## config.mk

```make
export PLATFORM = sky130hd
export DESIGN_NAME = sprite_loader
export DESIGN_NICKNAME = d
export VERILOG_FILES = /design/src/rtl/sprite_loader.sv
export SDC_FILE = /design/constraint.sdc
export NUM_CORES = 2
export LEC_CHECK = 0
export CORE_ASPECT_RATIO = 0.5
export CORE_MARGIN = 8
export CORE_UTILIZATION = 46
export CTS_BUF_LIST = sky130_fd_sc_hd__clkbuf_4 sky130_fd_sc_hd__clkbuf_8 sky130_fd_sc_hd__clkbuf_16
export DETAILED_ROUTE_END_ITERATION = 12
export PLACE_DENSITY_LB_ADDON = 0.08
export SLEW_MARGIN = 25
export SYNTH_ARGS = -nofsm -noshare
export SYNTH_HDL_FRONTEND = slang
export SYNTH_SLANG_ARGS = --single-unit
```

## constraint.sdc

```tcl
create_clock -name clk -period 4.5 [get_ports clk]
set_input_delay 1.125 -clock clk [delete_from_list [all_inputs] [get_ports clk]]
set_output_delay 1.125 -clock clk [all_outputs]
set_load 0.01 [all_outputs]
```

## src/rtl/sprite_loader.sv

```systemverilog
// rtl/sprite_loader.sv - framed byte-stream sprite loader with vblank-gated commit into a 256x8 sprite RAM
// Optional feature macro: SPRITE_LOADER_CHECKSUM_EN (trailing XOR checksum byte per frame).
// Frame: A5, index(0..4), 32 payload bytes [, checksum]. RAM address = {index, row, half}.

module sprite_loader (
   input  logic       clk,
   input  logic       reset,
   input  logic [7:0] rx_data,
   input  logic       rx_valid,
   output logic       rx_ready,
   input  logic       vblank,
   input  logic [7:0] rd_addr,
   output logic [7:0] rd_bits,
   output logic       busy,
   output logic       done,
   output logic       err,
   output logic [4:0] loaded_mask
);

   localparam logic [7:0] SYNC_BYTE = 8'hA5;
   localparam logic [7:0] MAX_INDEX = 8'd4;
   localparam logic [4:0] LAST      = 5'd31;

   typedef enum logic [2:0] {
      S_IDLE,
      S_INDEX,
      S_DATA,
      S_CHECK,
      S_COMMIT_WAIT,
      S_COMMIT
   } state_t;

   state_t     state;
   state_t     next_state;

   logic [7:0] sprite_ram [0:255];
   logic [7:0] staging    [0:31];
   logic [4:0] counter;
   logic [2:0] index;

   logic       accept;
   logic       ld_index;
   logic       cnt_inc;
   logic       stage_we;
   logic       ram_we;
   logic       err_set;
   logic       done_set;

`ifdef SPRITE_LOADER_CHECKSUM_EN
   logic [7:0] xor_sum;
`endif

   // The receiving states are exactly the ones that accept stream bytes.
   assign rx_ready = (state == S_IDLE) || (state == S_INDEX) ||
                     (state == S_DATA) || (state == S_CHECK);
   assign busy     = (state != S_IDLE);
   assign accept   = rx_valid && rx_ready;

   // Renderer read port behaves like a ROM: combinational, zero latency.
   assign rd_bits  = sprite_ram[rd_addr];

   // State register.
   always_ff @(posedge clk or posedge reset) begin
      if (reset) begin
         state <= S_IDLE;
      end else begin
         state <= next_state;
      end
   end

   // Next-state and datapath control; a frame that finishes while vblank is
   // already high moves straight into the commit.
   always_comb begin
      next_state = state;
      ld_index   = 1'b0;
      cnt_inc    = 1'b0;
      stage_we   = 1'b0;
      ram_we     = 1'b0;
      err_set    = 1'b0;
      done_set   = 1'b0;
      case (state)
         S_IDLE: begin
            if (accept && (rx_data == SYNC_BYTE)) begin
               next_state = S_INDEX;
            end
         end
         S_INDEX: begin
            if (accept) begin
               if (rx_data <= MAX_INDEX) begin
                  ld_index   = 1'b1;
                  next_state = S_DATA;
               end else begin
                  err_set    = 1'b1;
                  next_state = S_IDLE;
               end
            end
         end
         S_DATA: begin
            if (accept) begin
               stage_we = 1'b1;
               cnt_inc  = 1'b1;
               if (counter == LAST) begin
`ifdef SPRITE_LOADER_CHECKSUM_EN
                  next_state = S_CHECK;
`else
                  next_state = vblank ? S_COMMIT : S_COMMIT_WAIT;
`endif
               end
            end
         end
`ifdef SPRITE_LOADER_CHECKSUM_EN
         S_CHECK: begin
            if (accept) begin
               if (rx_data == xor_sum) begin
                  next_state = vblank ? S_COMMIT : S_COMMIT_WAIT;
               end else begin
                  err_set    = 1'b1;
                  next_state = S_IDLE;
               end
            end
         end
`endif
         S_COMMIT_WAIT: begin
            if (vblank) begin
               next_state = S_COMMIT;
            end
         end
         S_COMMIT: begin
            // Runs to completion regardless of vblank once started.
            ram_we  = 1'b1;
            cnt_inc = 1'b1;
            if (counter == LAST) begin
               done_set   = 1'b1;
               next_state = S_IDLE;
            end
         end
         default: begin
            next_state = S_IDLE;
         end
      endcase
   end

   // Counter, index, status pulses and loaded mask; counter wraps 31->0 only on leaving DATA or COMMIT.
   always_ff @(posedge clk or posedge reset) begin
      if (reset) begin
         counter     <= '0;
         index       <= '0;
         done        <= 1'b0;
         err         <= 1'b0;
         loaded_mask <= '0;
      end else begin
         done <= done_set;
         err  <= err_set;
         if (ld_index) begin
            index   <= rx_data[2:0];
            counter <= '0;
         end else if (cnt_inc) begin
            counter <= counter + 5'd1;
         end
         if (done_set) begin
            loaded_mask <= loaded_mask | (5'd1 << index);
         end
      end
   end

`ifdef SPRITE_LOADER_CHECKSUM_EN
   // Running XOR of the payload bytes, restarted when a new index is latched.
   always_ff @(posedge clk or posedge reset) begin
      if (reset) begin
         xor_sum <= '0;
      end else if (ld_index) begin
         xor_sum <= '0;
      end else if (stage_we) begin
         xor_sum <= xor_sum ^ rx_data;
      end
   end
`endif

   // Storage arrays carry no reset so a reset mid-commit keeps bytes already written.
   always_ff @(posedge clk) begin
      if (stage_we) begin
         staging[counter] <= rx_data;
      end
      if (ram_we) begin
         sprite_ram[{index, counter}] <= staging[counter];
      end
   end

endmodule

```

Word level (Yosys, flattened, before mapping)
Memory sizes are Yosys's and may differ from the RTL's.
Cells that the tools add are included.
{"block": "word_totals", "memories": 2, "mem_bits_rw": 2304, "ff_bits": 18, "elab_cells": 61}
{"memory": "sprite_ram", "depth": 256, "word_bits": 8, "rd": 1, "rd_clocked_by_memory_dff": 0, "write_ports": 1, "line": "36", "rtl": "logic [7:0] sprite_ram [0:255];"}
{"memory": "staging", "depth": 32, "word_bits": 8, "rd": 1, "rd_clocked_by_memory_dff": 0, "write_ports": 1, "line": "37", "rtl": "logic [7:0] staging [0:31];"}
{"block": "op_classes", "shift": 1, "n_bitwise": 1, "mux": 27, "n_eq_ne": 13, "n_reduce_logical": 9, "magnitude_cmp": 1, "addsub": 1}
{"op": "3-bit two-way mux", "n": 6}
{"op": "1-bit two-way mux", "n": 16}
{"op": "3-bit one-hot mux with 5 select lines", "n": 1}
{"op": "5-bit two-way mux", "n": 2}
{"op": "8-bit equality test (second input constant)", "n": 1}
{"op": "8-bit by 3-bit <= comparator with 1-bit output (second input constant)", "n": 1}
{"op": "2-bit != test (second input constant)", "n": 4}
{"op": "3-bit by 2-bit equality test with 1-bit output (second input constant)", "n": 2}
{"op": "3-bit equality test (second input constant)", "n": 2}
{"op": "6-bit AND reduction", "n": 1}
{"op": "5-bit by 1-bit adder with 5-bit output (second input constant)", "n": 1}
{"op": "5-bit equality test (second input constant)", "n": 1}
{"op": "5-bit OR", "n": 1}
{"op": "1-bit by 3-bit left shift with 5-bit output (first input constant)", "n": 1}
{"op": "2-bit by 1-bit != test with 1-bit output (second input constant)", "n": 2}
{"op": "3-bit by 1-bit equality test with 1-bit output (second input constant)", "n": 1}
{"op": "3-bit logical NOT", "n": 1}
{"op": "1-bit logical OR", "n": 3}
{"op": "3-bit nonzero test", "n": 1}
{"op": "1-bit logical AND", "n": 2}
{"op": "2-bit two-way mux", "n": 1}
{"op": "1-bit one-hot mux with 2 select lines", "n": 1}
{"op": "2-bit nonzero test", "n": 1}

Logic depth before layout (Yosys ltp)
{"block": "logic_depth", "word_depth": 9, "ltp_mapped": 12, "mapped_depth_nobuf": 9}

Worst setup path after synthesis
No wires, ideal clock.
{"block": "synth_path", "path_type": "input to output", "from": "input rd_addr[0]", "to": "output rd_bits[5]", "t_arrival_ns": 3.078, "path_slack_ns": 0.297, "stages": 9, "cell_sequence": "buf_6 > buf_8 > buf_6 > buf_2 > mux4_2 > a221oi_2 > o22ai_1 > a211oi_1 > nor4_2"}
{"block": "synth_via", "elab_chain_cells": 1}
{"element": "start, declared", "line": "12", "rtl": "input logic [7:0] rd_addr,"}
{"element": "memory read 256 x 8 bit"}
{"element": "end, declared", "line": "13", "rtl": "output logic [7:0] rd_bits,"}
No other way between the ends.

Final worst setup path
{"block": "layout_path", "from": "input rd_addr[0]", "to": "output rd_bits[7]"}
Same word-level chain as after synthesis.

==> metrics.yaml <==
drtIter0Drc: 5238
critPathSlowestCell: "mux4_2"
drive_gt1_share_pct: 36.14
yosys_most_used_dff: "edfxtp_1"
clkPwrFrac_pct: 27.5
worst_slew_margin_rel_pct: 27.88
swShare_pct: 30.08
clockRootBuffer: "clkbuf_16"
path_class: "in2out"
cap_violations: 0
cp-start-kind: "input port"
path_clk_slew_ns: 0.07
r2r_slack_ns: 0.64
grt_max_degree: 97
slew_violations: 0
tns_ns: -3.151
fp.dieW_um: 643.0
ctsHoldBuffers: 0
finalPower_mw: 64.02
post-route-period-util_pct: 111.4
max_stage_delay_ns: 0.49
r2r_start: "counter[0]"
layout.nets: 4943
path_max_fanout: 6
whs_endpoint: "loaded_mask[1]"
worstReg2RegEnd: "sprite_ram[157][3]"
switchingPower_mw: 19.26
cts_sinks: 2322
io_buffer_count: 36
path_cells: "buf_16 -> buf_12 -> buf_6 -> buf_6 -> mux4_2 -> mux4_2 -> nor2b_4 -> a2111oi_4 -> buf_4 -> a311o_1 -> nor3_4 -> buf_6"
avgSynthCellArea_sq_um: 21.63
routedWlPerCell_um: 31.45
cp-end-kind: "output port"
numCtsBuffers: 209
timing.final.crit_period_ns: 5.012
p_int_mw: 44.76
violations: "setup timing"
place.gp.congestion: 0.8263
rsz0062_at_grt: "yes"
dp_hpwl_um: 153200
clk_path_buf_depth: 4
hold_path.class: "reg2reg"
skew_ns: 0.03999
grt_pass1_vias: 46604
num_io_pins: 37
yosysWarnings: 0
ant_nets: 0
synth_edf_count: 2304
async_flop_share_pct: 0.7752
arrival_ns: 3.89
utilization_pct: 54.65
wirelength_um: 241900
synthesis.nets: 4206
die-area_sq_mm: 0.2119
cp_common_cell: "buf_6"
area_growth_pct: 18.43
seq_area_frac_synth_pct: 77.01
power.leakage_nw: 34.66
tightest_slew_ns: 1.079
crit_path_start: "rd_addr[0]"
power_density_mw_per_mm2: 597.8
drc: 0
fp.coreArea_sq_mm: 0.1960
critPathRequiredTime_ns: 3.38
r2r_cells: 5
syn_area_sq_mm: 0.09043
antenna_found_initial: 6
dp_cells: 7263
start_util_pct: 46.14
rows: 115
finalSetupViolations: 8
firstDrtPassIters: 5
clk_latency_ns: 0.86
p_seq_share_pct: 49.6
cts_tree: "done"
die_h_um: 329.5
syn_inst: 4181
outcome: "finished, violations left"
min_from: "loaded_mask[1]"
ys_seq_elements: 2322
fmax_mhz: 199.5
power.ir.vdd_worst_mv: 1.248
grt_pass1_wl_um: 345300
final.setup.worst_slack_ns: -0.5115
comb_power_share_pct: 22.9
min_path_cells: 1
htree_levels: 4
vias: 45960
vias_per_cell: 5.973
synth_cell_types: 66
final_hold_viol_count: 0
instances_no_fill: 7694
grt.total_usage_pct: 22.56
gr-total-overflow: 0
-- repair_timing --
item | 4_1_cts | 5_1_grt
gates resized for setup | 200 | 59
gates cloned | 9 | 1
buffers inserted | 57 | 19
setup endpoints to repair | 8 | 8
pin swaps | 49 | 30
-- cell usage after synthesis (8+ instances only) --
cell	number	area share, %
nand2_1	79	0.33
nor2_1	340	1.4
buf_2	61	0.34
inv_1	8	0.033
mux2_2	50	0.62
clkbuf_1	110	0.46
buf_6	28	0.35
a221oi_1	53	0.51
a21oi_1	37	0.20
nor2b_1	26	0.18
nand3_1	20	0.11
nor3_1	11	0.061
a22o_1	45	0.44
edfxtp_1	2304	77
nand2b_1	11	0.076
a211oi_1	27	0.22
o22ai_1	42	0.29
mux4_2	543	14
a22oi_1	22	0.18
and3_1	8	0.055
mux2i_1	106	1.2
buf_12	12	0.27
buf_1	19	0.079
mux4_1	9	0.26
o221ai_1	39	0.38
dfrtp_1	18	0.50
o21ai_0	22	0.12
buf_4	15	0.12
-- per-stage QoR --
step / hold slack [ns] / area [sq um] / setup slack, ns
after floorplan: 0.4932 / 90430 / 0.2965
after global placement: 0.4421 / 98600 / -1.816
after detailed placement: 0.4482 / 98610 / -1.450
after CTS: 0.4751 / 106700 / -0.5414
after global routing: 0.4880 / 107100 / -0.5228
final: 0.4707 / 107100 / -0.5115
-- final cells by class --
type	instances	area [sq um]
Clock buffer	256	5635
Sequential cell	2322	69640
Fill cell	14979	88880
Clock inverter	98	922.1
Multi-Input combinational cell	1599	20260
Antenna cell	1	2.502
Timing Repair Buffer	778	7311
Tap cell	2632	3293
Inverter	8	30.03
-- cell usage in the layout (no fill, tap or decap), types with 16 or more instances in the layout --
cell,count
clkinv_1,38
o21ai_0,17
mux2_2,42
a221oi_1,18
dfrtp_1,16
mux2i_1,104
o221ai_1,35
a211oi_2,22
a22o_1,45
buf_4,620
o22ai_1,29
a21oi_1,33
clkdlybuf4s50_1,21
buf_6,29
a22oi_1,19
a221oi_2,33
clkinv_2,28
mux4_2,546
clkbuf_4,44
clkbuf_16,213
bufinv_16,17
nand2_1,66
nor2b_1,19
buf_12,76
nor2_1,336
nand3_1,20
edfxtp_1,2304
-- cells by family (layout without fill, tap and decap cells) --
logic type / Yosys count / in the layout / share of synthesized area, %
flops: 2322 / 2322 / 77.01
mux: 708 / 708 / 15.58
compound gates: 347 / 347 / 2.998
simple gates: 536 / 536 / 2.554
fa+ha+maj: 5 / 5 / 0.06918
xor+xnor: 3 / 3 / 0.02906
buf+inv: 260 / 1140 / 1.761
other cells: 0 / 1 / 0
-- power groups by stage --
stage / combinational, mW / sequential (mW) / clock (mW)
finish: 14.6 / 31.8 / 17.6
CTS: 14.9 / 31.8 / 17.9
global route: 15.6 / 31.8 / 18.6
floorplan: 6.32 / 32.7 / 0
global placement: 14.1 / 32.2 / 0
detailed placement: 14.7 / 32.2 / 0
-- how the worst max path moves through the flow --
stage / end / slack (ns)
3_3_place_gp: rd_bits[7] / -1.82
2_1_floorplan: rd_bits[5] / 0.30
3_5_place_dp: rd_bits[1] / -1.45
6_report: rd_bits[7] / -0.51
5_1_grt: rd_bits[7] / -0.52
4_1_cts: rd_bits[7] / -0.54
-- layer usage --
layer	GRT usage (%)	part of all wire, %
met1	33.10	44
met2	36.38	47
met3	3.695	7.0
met4	4.015	1.7
met5	0	0
-- critical path, delay by kind of cell --
family                 cells  cell delay [ns]
AO/OA/AOI/OAI              2             0.69
buffers and inverters      6             0.79
multiplexers               2             0.97
AND/OR/NAND/NOR            2             0.26
-- sequential cells by signal (all words and copies together) (netlist names) --
| signal | cells |
|---|---|
| done | 1 |
| staging | 256 |
| loaded_mask | 5 |
| index | 3 |
| err | 1 |
| sprite_ram | 2048 |
| state | 3 |
| counter | 5 |
Note: power is estimated with default switching activity, not from simulation.
